$ cat src/rtl/sparc_rtap_core_req_pkg.sv
// Shared definitions for the core-side rtap request sequencer:
// bus widths, core unit ids and the sequencer FSM state type.
package sparc_rtap_core_req_pkg;

   // Core/JTAG bus geometry shared with the rtap controller
   localparam int unsigned CoreJtagBusWidth = 128;
   localparam int unsigned JtagCoreIdWidth  = 4;

   // Core debug unit ids
   localparam logic [JtagCoreIdWidth-1:0] JtagCoreIdNone     = 4'h0;
   localparam logic [JtagCoreIdWidth-1:0] JtagCoreIdIfuSscan = 4'h1;
   localparam logic [JtagCoreIdWidth-1:0] JtagCoreIdLsuSscan = 4'h2;
   localparam logic [JtagCoreIdWidth-1:0] JtagCoreIdTlu      = 4'h3;

   typedef enum logic [1:0] {
      StIdle,
      StIssue,
      StWait,
      StResp
   } rtap_state_e;

endpackage

$ cat src/rtl/sparc_rtap_core_req.sv
// Core-side rtap request sequencer. Accepts one debug request at a time, issues a
// single-cycle strobe onto the core bus, samples the OR'd response bus RESP_LAT cycles
// later and holds the result until the consumer takes it.
// Optional feature: define SPARC_RTAP_XACT_CNT_EN to build the saturating
// completed-transaction counter; otherwise xact_cnt is tied to zero.
module sparc_rtap_core_req
   import sparc_rtap_core_req_pkg::*;
#(
   parameter int unsigned DATA_W   = CoreJtagBusWidth,
   parameter int unsigned ID_W     = JtagCoreIdWidth,
   parameter int unsigned RESP_LAT = 1
) (
   input  logic              rclk,
   input  logic              rst_n,
   input  logic              req_val,
   output logic              req_rdy,
   input  logic [ID_W-1:0]   req_id,
   input  logic [1:0]        req_tid,
   input  logic [DATA_W-1:0] req_data,
   output logic              rtap_core_val,
   output logic [ID_W-1:0]   rtap_core_id,
   output logic [1:0]        rtap_core_threadid,
   output logic [DATA_W-1:0] rtap_core_data,
   input  logic [DATA_W-1:0] core_rtap_data,
   output logic              resp_val,
   input  logic              resp_rdy,
   output logic [DATA_W-1:0] resp_data,
   output logic [15:0]       xact_cnt
);

   // Wait counter only needs to hold RESP_LAT-1; keep at least one bit
   localparam int unsigned CntW = (RESP_LAT > 1) ? $clog2(RESP_LAT) : 1;

   rtap_state_e     state_q;
   logic [CntW-1:0] wait_cnt_q;

   assign req_rdy = (state_q == StIdle);

   // Sequencer FSM with registered strobe, request fields and response
   always_ff @(posedge rclk or negedge rst_n) begin
      if (!rst_n) begin
         state_q            <= StIdle;
         wait_cnt_q         <= '0;
         rtap_core_val      <= 1'b0;
         rtap_core_id       <= '0;
         rtap_core_threadid <= '0;
         rtap_core_data     <= '0;
         resp_val           <= 1'b0;
         resp_data          <= '0;
      end else begin
         unique case (state_q)
            StIdle: begin
               if (req_val) begin
                  rtap_core_id       <= req_id;
                  rtap_core_threadid <= req_tid;
                  rtap_core_data     <= req_data;
                  rtap_core_val      <= 1'b1;
                  state_q            <= StIssue;
               end
            end
            StIssue: begin
               // Strobe lasts exactly one cycle; id/tid/data stay until next accept
               rtap_core_val <= 1'b0;
               wait_cnt_q    <= CntW'(RESP_LAT - 1);
               state_q       <= StWait;
            end
            StWait: begin
               // Bus is only meaningful in the capture cycle; timing is fixed
               if (wait_cnt_q == '0) begin
                  resp_data <= core_rtap_data;
                  resp_val  <= 1'b1;
                  state_q   <= StResp;
               end else begin
                  wait_cnt_q <= wait_cnt_q - 1'b1;
               end
            end
            StResp: begin
               if (resp_rdy) begin
                  resp_val <= 1'b0;
                  state_q  <= StIdle;
               end
            end
            default: state_q <= StIdle;
         endcase
      end
   end

`ifdef SPARC_RTAP_XACT_CNT_EN
   logic [15:0] xact_cnt_q;

   // Count response handshakes, saturating at all-ones
   always_ff @(posedge rclk or negedge rst_n) begin
      if (!rst_n) begin
         xact_cnt_q <= '0;
      end else if (resp_val && resp_rdy && (xact_cnt_q != 16'hFFFF)) begin
         xact_cnt_q <= xact_cnt_q + 16'd1;
      end
   end

   assign xact_cnt = xact_cnt_q;
`else
   assign xact_cnt = 16'h0;
`endif

endmodule

$ cat config.mk
export PLATFORM = sky130hd
export DESIGN_NAME = sparc_rtap_core_req
export DESIGN_NICKNAME = d
export VERILOG_FILES = /design/src/rtl/sparc_rtap_core_req_pkg.sv /design/src/rtl/sparc_rtap_core_req.sv
export SDC_FILE = /design/constraint.sdc
export NUM_CORES = 1
export LEC_CHECK = 0
export BUFFER_PORTS_ARGS = -buffer_cell sky130_fd_sc_hd__clkbuf_2
export CAP_MARGIN = 20
export CORE_AREA = 2 2 210 212
export DETAILED_ROUTE_END_ITERATION = 10
export DIE_AREA = 0 0 212 214
export MAX_ROUTING_LAYER = met4
export SLEW_MARGIN = 20
export SYNTH_ARGS = -nofsm -noshare
export SYNTH_HDL_FRONTEND = slang
export SYNTH_SLANG_ARGS = --single-unit
$ cat constraint.sdc
create_clock -name rclk -period 2.23 [get_ports rclk]
set_input_delay 0 -clock rclk [delete_from_list [all_inputs] [get_ports rclk]]
set_output_delay 0 -clock rclk [all_outputs]
set_load 0.01 [all_outputs]
==> impl_metrics.tcl <==
set metrics [dict create \
    routabilityCongestion 0.7961 \
    clkLatencyLatePin_ps 550 \
    worstSetupEndpointType "flip-flop" \
    finalMaxSlewViolations 0 \
    grt_pass1_wl_mm 48.91 \
    cellLeakagePower_nw 8.559 \
    area_growth_pct 68.69 \
    drtPass1Iterations 4 \
    postSynth.asyncResetShare 1.000 \
    hpwl_mm 21.67 \
    synth_top_area_share 0.6468 \
    power.share.clock 0.201 \
    p_comb_frac 0.421 \
    syn_inst 593 \
    wire_per_inst_um 15.62 \
    ys_ff_latch 266 \
    grt_util_met3 0.03284 \
    power_mw 23.36 \
    final_antenna_net_count 0 \
    cts.sinks 266 \
    met1_usage 0.1476 \
    power.switching_mw 7.794 \
    hold_viol 0 \
    setup_tns_ps 0 \
    grt_pass1_vias 9080 \
    synth_seq_area_share 0.6468 \
    h-tree-depth 1 \
    cts_resized 0 \
    core-area_mm2 0.04289 \
    status "finished, final reports clean" \
    grt_usage 0.1387 \
    portBuffers 530 \
    placed_area_mm2 0.01376 \
    switching_share 0.3337 \
    synth_area_mm2 0.01029 \
    worstSetupPathType "flip-flop to flip-flop" \
    finClkSkew_ps 14.32 \
    setup_viol 0 \
    die_w_um 212 \
    antenna_found_initial 0 \
    synth_top_cells_by_count "dfrtp_1, mux2_2, mux2_4" \
    routed-via-count 8133 \
    grt_max_degree 49 \
    drive_above_1_share 0.6017 \
    worst_pin_slew_ps 523.9 \
    max_freq_mhz 517.6 \
    n_antenna_cell 0 \
    cts_tree "built" \
    maxCapViolCount 0 \
    ys_top_cells_by_area "dfrtp_1, mux2_2, mux2_4" \
    yosysTopAreaCell "dfrtp_1" \
    viasPerCell 4.024 \
    synth.most_common_cell "dfrtp_1" \
    powerDensity_mw_per_mm2 1345 \
    cts_made_buffers 29 \
    io_pins 547 \
    ys_types 14 \
    dp_worst_setup_slack_ps 331.4 \
    ys_dominant_reg_cell "dfrtp_1" \
    drc 0 \
    synth_edf_count 0 \
    relSlewSlack 0.6507 \
    final_nets 1687 \
    peakVddDrop_mv 0.8187 \
    p_int_mw 15.56 \
    path_clk_slew_ps 60 \
    p_seq_frac 0.378 \
    required_ps 2650 \
    critPathMaxFanout 33 \
    initial_utilization 0.2400 \
    design_area_mm2 0.01736 \
    timing.final.ws_setup_ps 298.1 \
    cts_root_buf "clkbuf_16" \
    die-area_mm2 0.04537 \
    drt_iter0_markers 334 \
    fin_crit_sh 0.8663 \
    grt_use_met2 0.2448 \
    rows 76 \
    clockBufferDepth 3 \
    die_y_um 214 \
    top_usage_layer "met2" \
    crit_arrival_ps 2350 \
    avgSynthCellArea_um2 17.35 \
    overflow 0 \
    final_cells 2021 \
    cp-start-kind "flip-flop" \
    hold_class "input port to flip-flop" \
    yosysWarningCount 0 \
    drt_wl_total_mm 31.57 \
    rsz0062_at_grt "false" \
    placed_cells 1704 \
    period_minus_slack_ps 1932 \
]
final timing paths:
path / from / endpoint / slack (ps) / depth (start not counted)
setup / recovery: state_q[0] / rtap_core_data[94] / 300 / 5
hold / removal: req_data[102] / rtap_core_data[102] / 220 / 3
setup reg to reg: state_q[0] / rtap_core_data[94] / 300 / 5
hold reg to reg: resp_data[61] / resp_data[61] / 500 / 1
max in group asynchronous: rst_n / rtap_core_data[36] / 990 / 4
min in group asynchronous: rst_n / resp_data[108] / 530 / 3
worst max-delay path, stage by stage (launching register included):
cell and delay (ps):
dfrtp_1 400, inv_1 170, ha_1 310, nand2_8 230, buf_12 280, mux2_4 320
sequential cells by signal, summed over array words and instances (netlist names):
register and cells:
rtap_core_id 4, rtap_core_threadid 2, state_q 2, rtap_core_data 128
resp_data 128, rtap_core_val 1, resp_val 1
cell usage in the layout, fill, tap and decap left out, drive strengths merged:
master / netlist / layout
dlygate4sd3: 0 / 266
bufinv: 0 / 1
clkbuf: 0 / 574
buf: 44 / 26
o2bb2ai: 1 / 1
ha: 5 / 5
conb: 1 / 16
o22ai: 2 / 2
clkinvlp: 0 / 1
nor2: 2 / 2
nand2: 1 / 1
mux2: 263 / 263
dfrtp: 266 / 266
clkinv: 0 / 4
inv: 6 / 6
mux2i: 2 / 2
area by class of cell:
cell class / count / area, um^2
multi-input cells: 292 / 3391
fillers: 3917 / 25530
repair buffers: 821 / 5625
well taps: 585 / 732.0
inverters: 6 / 22.52
clock inverters: 6 / 57.56
clock buffers: 45 / 875.8
flip-flops and latches: 266 / 6656
cell families (layout without fill, tap and decap cells):
| kind of cell | Yosys count | after routing | synth area share |
|---|---|---|---|
| DFF | 266 | 266 | 0.6468 |
| muxes | 265 | 265 | 0.3116 |
| buffers and inverters | 50 | 878 | 0.03173 |
| adders and majority gates | 5 | 5 | 0.006079 |
| AOI/OAI and AO/OA | 3 | 3 | 0.002067 |
| and+or+nand+nor | 3 | 3 | 0.001338 |
| other | 1 | 16 | 0.0003644 |
power by group through the flow:
stage               clock network (mW)  registers (mW)  logic [mW]
global route                      5.05            9.11        10.5
floorplan                            0            9.79        4.39
detailed placement                   0            8.85        9.50
finish                            4.69            8.83        9.84
global placement                     0            8.80        9.34
CTS                               4.84            8.81        9.89
through the flow:
stage | utilization | hold WS (ps)
floorplan | - | -295.6
global placement | 0.3210 | -9.526
detailed placement | 0.3210 | -10.21
CTS | 0.4050 | 180.2
global route | 0.4048 | 194.4
finish | 0.4048 | 218.6
per-layer routing:
layer | part of all wire | routed length [um]
met5 | 0 | 0
met2 | 0.52 | 16320
met4 | 0.041 | 1306
met1 | 0.37 | 11810
met3 | 0.068 | 2141
repair_timing:
| action | in CTS | in global routing |
|---|---|---|
| setup buffers | 0 | 0 |
| hold buffers | 267 | 0 |
| endpoints found under the setup margin | 0 | 15 |
| hold endpoints to repair | 532 | 0 |
No activity file was read; power rests on OpenSTA's default activity.
